<file path="config.mk">
export PLATFORM = sky130hd
export DESIGN_NAME = instr_fetch_stage
export DESIGN_NICKNAME = d
export VERILOG_FILES = /design/src/rtl/mips_pkg.sv /design/src/rtl/fetch_fifo.sv /design/src/rtl/instr_fetch_stage.sv
export SDC_FILE = /design/constraint.sdc
export NUM_CORES = 1
export LEC_CHECK = 0
export ABC_AREA = 1
export ABC_CLOCK_PERIOD_IN_PS = 3700
export CELL_PAD_IN_SITES_DETAIL_PLACEMENT = 1
export CELL_PAD_IN_SITES_GLOBAL_PLACEMENT = 2
export CORE_MARGIN = 2
export CORE_UTILIZATION = 31
export DETAILED_ROUTE_END_ITERATION = 16
export GPL_TIMING_DRIVEN = 1
export PLACE_DENSITY = 0.79
export SLEW_MARGIN = 30
export SYNTH_ARGS = -nofsm -noshare
export SYNTH_HDL_FRONTEND = slang
export SYNTH_HIERARCHICAL = 1
export SYNTH_SLANG_ARGS = --single-unit
</file>
<file path="constraint.sdc">
create_clock -name clock -period 3.7 [get_ports clock]
set_input_delay 0.74 -clock clock [delete_from_list [all_inputs] [get_ports clock]]
set_output_delay 0.74 -clock clock [all_outputs]
set_load 0.02 [all_outputs]
</file>
<file path="src/rtl/mips_pkg.sv">
// Shared fetch-path definitions: datapath widths, NOP encoding and the fetch FIFO entry.
package mips_pkg;

  localparam int unsigned ADDR_W = 8;
  localparam int unsigned DATA_W = 32;

  localparam logic [DATA_W-1:0] NOP = 32'h0000_0000;

  typedef struct packed {
    logic [ADDR_W-1:0] pc;
    logic [DATA_W-1:0] instr;
  } fetch_entry_t;

endpackage

</file>
<file path="src/rtl/fetch_fifo.sv">
// Synchronous FIFO of fetched {pc, instr} entries with flush; pointers wrap mod DEPTH.
module fetch_fifo
  import mips_pkg::*;
#(
  parameter int unsigned DEPTH = 2,
  localparam int unsigned PTR_W = (DEPTH > 1) ? $clog2(DEPTH) : 1,
  localparam int unsigned CNT_W = $clog2(DEPTH + 1)
) (
  input  logic             clock,
  input  logic             reset,
  input  logic             push,
  input  logic             pop,
  input  logic             flush,
  input  fetch_entry_t     wdata,
  output fetch_entry_t     rdata,
  output logic [CNT_W-1:0] count,
  output logic             full,
  output logic             empty
);

  fetch_entry_t     mem_q [DEPTH];
  logic [PTR_W-1:0] wr_ptr_q, rd_ptr_q;
  logic [CNT_W-1:0] count_q;
  logic             do_push, do_pop;

  function automatic logic [PTR_W-1:0] next_ptr(input logic [PTR_W-1:0] ptr);
    return (ptr == PTR_W'(DEPTH - 1)) ? '0 : ptr + PTR_W'(1);
  endfunction

  assign empty   = (count_q == '0);
  assign full    = (count_q == CNT_W'(DEPTH));
  assign do_pop  = pop & ~empty;
  assign do_push = push;
  assign count   = count_q;

  always_ff @(posedge clock or posedge reset) begin
    if (reset) begin
      wr_ptr_q <= '0;
      rd_ptr_q <= '0;
      count_q  <= '0;
      for (int i = 0; i < int'(DEPTH); i++) mem_q[i] <= '0;
    end else if (flush) begin
      // Flush wins over any push; a concurrent pop is simply consumed by the clear.
      wr_ptr_q <= '0;
      rd_ptr_q <= '0;
      count_q  <= '0;
    end else begin
      if (do_push) begin
        mem_q[wr_ptr_q] <= wdata;
        wr_ptr_q        <= next_ptr(wr_ptr_q);
      end
      if (do_pop) rd_ptr_q <= next_ptr(rd_ptr_q);
      count_q <= count_q + CNT_W'(do_push) - CNT_W'(do_pop);
    end
  end

  always_comb begin
    rdata = '{pc: '0, instr: NOP};
    if (!empty) rdata = mem_q[rd_ptr_q];
  end

endmodule

</file>
<file path="src/rtl/instr_fetch_stage.sv">
// Fetch stage: credit-based issue to a 1-cycle synchronous imem, inflight tracking, and a
// small FIFO toward decode; drives PC hold as backpressure and drops wrong-path work on flush.
module instr_fetch_stage
  import mips_pkg::*;
#(
  parameter int unsigned DEPTH = 2
) (
  input  logic              clock,
  input  logic              reset,
  input  logic [ADDR_W-1:0] pc,
  output logic              pc_hold,
  input  logic              flush,
  output logic              imem_en,
  output logic [ADDR_W-1:0] imem_addr,
  input  logic [DATA_W-1:0] imem_rdata,
  output logic              if_valid,
  output logic [DATA_W-1:0] if_instr,
  output logic [ADDR_W-1:0] if_pc,
  input  logic              id_ready
);

  localparam int unsigned CNT_W = $clog2(DEPTH + 1);
  localparam int unsigned OCC_W = CNT_W + 1;

  logic              inflight_q, inflight_d;
  logic [ADDR_W-1:0] inflight_pc_q, inflight_pc_d;
  logic              kill_q, kill_d;

  logic [CNT_W-1:0]  count;
  logic              full, empty;
  logic              pop, push, issue;
  logic [OCC_W-1:0]  occ_after_pop;
  fetch_entry_t      head, wentry;

  assign pop    = if_valid & id_ready;
  assign push   = inflight_q & ~kill_q;
  assign wentry = '{pc: inflight_pc_q, instr: imem_rdata};

  // Count the inflight read as an occupied slot so its return always has room.
  assign occ_after_pop = OCC_W'(count) + OCC_W'(inflight_q) - OCC_W'(pop);
  assign issue         = ~reset & ~flush & (occ_after_pop < OCC_W'(DEPTH));

  fetch_fifo #(
    .DEPTH (DEPTH)
  ) u_fifo (
    .clock (clock),
    .reset (reset),
    .push  (push),
    .pop   (pop),
    .flush (flush),
    .wdata (wentry),
    .rdata (head),
    .count (count),
    .full  (full),
    .empty (empty)
  );

  always_ff @(posedge clock or posedge reset) begin
    if (reset) begin
      inflight_q    <= 1'b0;
      inflight_pc_q <= '0;
      kill_q        <= 1'b0;
    end else begin
      inflight_q    <= inflight_d;
      inflight_pc_q <= inflight_pc_d;
      kill_q        <= kill_d;
    end
  end

  always_comb begin
    inflight_d    = issue;
    inflight_pc_d = issue ? pc : inflight_pc_q;
    kill_d        = flush & inflight_q;
  end

  always_comb begin
    imem_en   = issue;
    imem_addr = pc;
    pc_hold   = ~issue & ~flush & ~reset;
    if_valid  = ~empty;
    if_instr  = head.instr;
    if_pc     = head.pc;
  end

  push_into_full : assert property (@(posedge clock) disable iff (reset) !(push && full && !flush));

endmodule

</file>
Yosys cells after proc, flatten, opt, wreduce, memory -nomap -nowiden
Cells that the tools add are included.
{"block": "totals", "regBits": 94, "out_inout_bits": 51}
{"block": "classes", "addsub": 6, "n_lt_le_gt_ge": 4, "mux": 14, "n_bitwise": 15, "reduce_logical": 5}
{"operator": "$mux 40", "count": 5}
{"operator": "$bwmux 80", "count": 1}
{"operator": "$demux 40 s1", "count": 1}
{"operator": "$and 1x1->1", "count": 8}
{"operator": "$mux 1", "count": 6}
{"operator": "$not 1->1", "count": 5}
{"operator": "$ge 2x2->1 const B", "count": 2}
{"operator": "$not 1->2", "count": 2}
{"operator": "$reduce_bool 2->1", "count": 2}
{"operator": "$add 2x1->3", "count": 1}
{"operator": "$lt 3x2->1 const B", "count": 1}
{"operator": "$sub 3x1->3", "count": 1}
{"operator": "$add 1x1->1 const B", "count": 2}
{"operator": "$add 2x1->2", "count": 1}
{"operator": "$logic_not 2->1", "count": 1}
{"operator": "$lt 2x1->1 const B", "count": 1}
{"operator": "$mux 2", "count": 1}
{"operator": "$reduce_and 2->1", "count": 1}
{"operator": "$sub 2x1->2", "count": 1}
{"operator": "$logic_and 1x1->1", "count": 1}

Depth between registers and ports, before layout
{"block": "logic_depth", "word_depth": 9, "ltp_mapped": 11, "depth_no_buf": 10}

By module
The synthesis kept the hierarchy.
{"mod": "fetch_fifo", "instances": 1, "cells_each": 464, "area_per_inst_um2": 4167.7}
{"mod": "instr_fetch_stage", "instances": 1, "cells_each": 66, "area_per_inst_um2": 591.8}

Least setup slack after synthesis
No wires, ideal clock.
{"block": "synth_timing", "kind": "register to output", "start": "register u_fifo.count_q[1], in the netlist u_fifo/count[1]", "end": "output pc_hold", "arrival_ps": 2599, "t_required_ps": 2960, "path_slack_ps": 361, "path_stages_with_launch": 12, "path_buffers": 1, "cell_sequence": "dfrtp_1 nor2_1 buf_2 nor2_1 ha_1 or2_2 fa_1 inv_1 a21oi_4 nand2_1 nand2_1 inv_1"}
{"block": "synth_between", "elab_chain_cells": 9, "word_cells_on_any_way": 10, "cone_classes": "2 x add/sub; 1 x order compare; 6 x bitwise; 1 x reduce/logical"}
{"item": "start: declaration", "line_no": "fetch_fifo.sv:23", "text": "logic [CNT_W-1:0] count_q;"}
{"item": "start signal: assignment", "line_no": "fetch_fifo.sv:53", "text": "count_q <= count_q + CNT_W'(do_push) - CNT_W'(do_pop);"}
{"item": "$logic_not 2->1", "line_no": "fetch_fifo.sv:30", "text": "assign empty = (count_q == '0);"}
{"item": "net empty", "line_no": "instr_fetch_stage.sv:30", "text": "logic full, empty;"}
{"item": "$not 1->1", "line_no": "instr_fetch_stage.sv:80", "text": "if_valid = ~empty;"}
{"item": "$and 1x1->1", "line_no": "instr_fetch_stage.sv:35", "text": "assign pop = if_valid & id_ready;"}
{"item": "net pop", "line_no": "instr_fetch_stage.sv:31", "text": "logic pop, push, issue;"}
{"item": "$sub 3x1->3", "line_no": "instr_fetch_stage.sv:40", "text": "assign occ_after_pop = OCC_W'(count) + OCC_W'(inflight_q) - OCC_W'(pop);"}
{"item": "$lt 3x2->1", "line_no": "instr_fetch_stage.sv:41", "text": "assign issue = ~reset & ~flush & (occ_after_pop < OCC_W'(DEPTH));"}
{"item": "$and 1x1->1", "line_no": "instr_fetch_stage.sv:41"}
{"item": "$not 1->1", "line_no": "instr_fetch_stage.sv:79", "text": "pc_hold = ~issue & ~flush & ~reset;"}
{"item": "$and 1x1->1 (2 in a row)", "line_no": "instr_fetch_stage.sv:79"}
{"item": "end: declaration", "line_no": "instr_fetch_stage.sv:11", "text": "output logic pc_hold,"}
The timed path passes the listed nets, and every way through them passes these cells.

Final worst setup path
{"block": "layout_timing", "start": "input id_ready", "end": "output pc_hold"}
{"block": "layout_between", "elab_chain_cells": 7}
{"item": "start: declaration", "line_no": "instr_fetch_stage.sv:19", "text": "input logic id_ready"}
{"item": "$and 1x1->1", "line_no": "instr_fetch_stage.sv:35"}
{"item": "net pop", "line_no": "instr_fetch_stage.sv:31"}
{"item": "$sub 3x1->3", "line_no": "instr_fetch_stage.sv:40"}
{"item": "$lt 3x2->1", "line_no": "instr_fetch_stage.sv:41"}
{"item": "$and 1x1->1", "line_no": "instr_fetch_stage.sv:41"}
{"item": "$not 1->1", "line_no": "instr_fetch_stage.sv:79"}
{"item": "$and 1x1->1 (2 in a row)", "line_no": "instr_fetch_stage.sv:79"}
The timed path passes the listed nets, and every way through them passes these cells.

==> flow_metrics.env <==
export IMPL_p_int_mw=2.70
export IMPL_share_comb_of_total_power_pct=40.1
export IMPL_cts_htree_levels=3
export IMPL_placedInstanceArea_sq_mm=0.00575
export IMPL_worst_r2r_cell_count=10
export IMPL_layoutNonFillerInstCount=804
export IMPL_via_density=4.63
export IMPL_holdCritStartpoint="inflight_pc_q[1]"
export IMPL_mappedNetlistArea_sq_mm=0.00476
export IMPL_max_slew_margin_pct=46.2
export IMPL_finalSetupViolCount=0
export IMPL_cts_made_buffers=9
export IMPL_die_area_sq_mm=0.0163
export IMPL_syn2layout_area_growth_pct=26.9
export IMPL_timing_hold_violations_final=0
export IMPL_routabilityCongestion=0.760
export IMPL_worst_endpoint_required_ns=2.96
export IMPL_clock_sinks=94
export IMPL_final_period_utilization_pct=96.2
export IMPL_core_area_sq_mm=0.0151
export IMPL_switching_share_pct=37.2
export IMPL_skew_ns=0.00201
export IMPL_insertedDiodeCount=0
export IMPL_setup_worst_path_end_class="output pin"
export IMPL_syn_nets=577
export IMPL_die_width_um=128
export IMPL_wl_per_cell_um=14.4
export IMPL_critical_path_max_fanout=2
export IMPL_min_delay_path_depth=2
export IMPL_wire_length_of_the_first_global_routing_pass_um=19200
export IMPL_nNetsFinal=659
export IMPL_num_fill_cells=1779
export IMPL_antenna_violations_before_repair=0
export IMPL_placement_io_buffers=94
export IMPL_critPathKind="in2out"
export IMPL_worst_slew_pin_slew_ns=0.807
export IMPL_grt_overflow=0
export IMPL_drv_cap=0
export IMPL_grt_setup_unrepaired="false"
export IMPL_min_period_ns=3.56
export IMPL_final_setup_worst_slack_ns=0.140
export IMPL_min_to="inflight_pc_q[1]"
export IMPL_post_place_cells=787
export IMPL_count_of_standard_cell_rows=45
export IMPL_first_global_vias=3888
export IMPL_detailed_placer_s_ending_hpwl_um=7600
export IMPL_clock_tree_root_cell="clkbuf_16"
export IMPL_ys_warn_count=6
export IMPL_max_vdd_ir_drop_mv=0.336
export IMPL_dp_worst_slack_ns=-0.428
export IMPL_report_final_slew_viol_count=0
export IMPL_drt_pass1_iterations=4
export IMPL_dr_total_vias=3722
export IMPL_first_iter_violations=208
export IMPL_status="finished, final reports clean"
export IMPL_total_wirelength_um=11600
export IMPL_syn_mean_instance_area_sq_um=8.99
export IMPL_rrSetupSlack_ns=1.45
export IMPL_power_leakage_nw=2.82
export IMPL_utilization_pct=40.0
export IMPL_fp_dieH_um=128
export IMPL_design_power_total_mw=4.30
export IMPL_ant_nets=0
export IMPL_insertion_delay_ns=0.34
export IMPL_synthCells=529
export IMPL_critPathArrivalTime_ns=2.82
export IMPL_ios=95
export IMPL_worst_setup_path_start_kind="input pin"
export IMPL_clkTransAtPathRegs_ns=0.06
export IMPL_cts_tree="built"
export IMPL_layout_cell_area_non_filler_sq_mm=0.00603
export IMPL_initial_utilization_pct=31.5
export IMPL_timing_hold_worst_class="reg2reg"
export IMPL_p_seq_share_pct=38.9
export IMPL_power_density_mw_per_mm2=713
export IMPL_drc_errors=0
export IMPL_clockBufferDepth=2
export IMPL_r2r_start="u_fifo/count[0]"
export IMPL_share_clk_of_total_power_pct=20.9
export IMPL_worst_hold_check_slack_ns=0.474
export IMPL_r2r_end="inflight_pc_q[6]"
export IMPL_timing_setup_tns_ns=0
export IMPL_maxClockFrequency_mhz=281
export IMPL_grtUsageTotal_pct=14.9
export IMPL_post_route_cells_drive_above_1_share_pct=20.5
export IMPL_p_switching_mw=1.60
export IMPL_grt_max_degree=45
==> layer usage <==
layer  track usage (%)  part of all wire (%)
met4              6.21                   1.8
met3              2.34                   3.1
met2              24.0                    48
met1              19.9                    47
met5                 0                     0
==> repair_timing <==
item                                    4_1_cts  5_1_grt
hold buffers                                  0        0
endpoints found under the setup margin        2        2
pin swaps                                     1        5
gates resized for setup                       9        3
buffers inserted                              1        0
==> critical path: stages <==
cell	delay (ns)
clkdlybuf4s50_1	0.45
inv_1	0.04
nor2_2	0.12
ha_1	0.25
or2_4	0.23
fa_1	0.52
inv_2	0.06
a21oi_4	0.11
nand2_1	0.07
nand2_1	0.05
inv_1	0.04
buf_4	0.15
==> area by class of cell <==
| cell class | instances | area [sq um] | area share (%) |
|---|---|---|---|
| clock inverter | 5 | 50.0 | 0.829 |
| multi-input combinational | 337 | 1880 | 31.2 |
| inverter | 61 | 230 | 3.82 |
| sequential | 94 | 2350 | 39.0 |
| tap | 188 | 235 | 3.90 |
| timing repair buffer | 108 | 1050 | 17.4 |
| clock buffer | 11 | 233 | 3.86 |
==> power groups by stage <==
| stage | combinational, mW | sequential [mW] | clock, mW |
|---|---|---|---|
| 2_1_floorplan | 1.23 | 1.63 | 0 |
| 3_3_place_gp | 1.69 | 1.67 | 0 |
| 3_5_place_dp | 1.75 | 1.69 | 0 |
| 4_1_cts | 1.76 | 1.68 | 0.935 |
| 5_1_grt | 1.92 | 1.72 | 0.979 |
| 6_report | 1.73 | 1.67 | 0.901 |
==> cell usage in the layout, fill, tap and decap left out <==
cell             count
nand4_1              8
nand2_4              1
nor2_8               1
ha_1                 3
buf_12               1
fa_1                 1
buf_2                1
bufinv_16            1
inv_1               55
nand3b_4             1
or2_4                1
buf_4               14
nand3_4              1
nand3_1              3
clkbuf_16            9
nor2_1               6
nand2_1            186
dfrtp_1             93
clkinv_2             5
a21oi_4              1
a21oi_1             41
nand4_4              1
nor2_4               1
nor2_2               1
inv_2                5
clkbuf_1             2
o21ai_2             80
clkdlybuf4s50_1     92
dfrtp_2              1
==> sequential cells by signal (all words and copies together) (netlist names) <==
| register | count |
|---|---|
| inflight_q | 1 |
| kill_q | 1 |
| inflight_pc_q | 8 |
| u_fifo/wr_ptr_q | 1 |
| u_fifo/rd_ptr_q | 1 |
| u_fifo/mem_q | 80 |
| u_fifo/count | 2 |
==> worst max path at each step <==
stage	from	end	slack [ns]	cells after the start
4_1_cts	id_ready	pc_hold	0.05	12
2_1_floorplan	u_fifo/count[1]	pc_hold	0.36	11
3_5_place_dp	id_ready	pc_hold	-0.43	12
6_report	id_ready	pc_hold	0.14	12
3_3_place_gp	id_ready	pc_hold	-0.39	12
5_1_grt	id_ready	pc_hold	0.002	12
(Power assumes the default switching activity.)
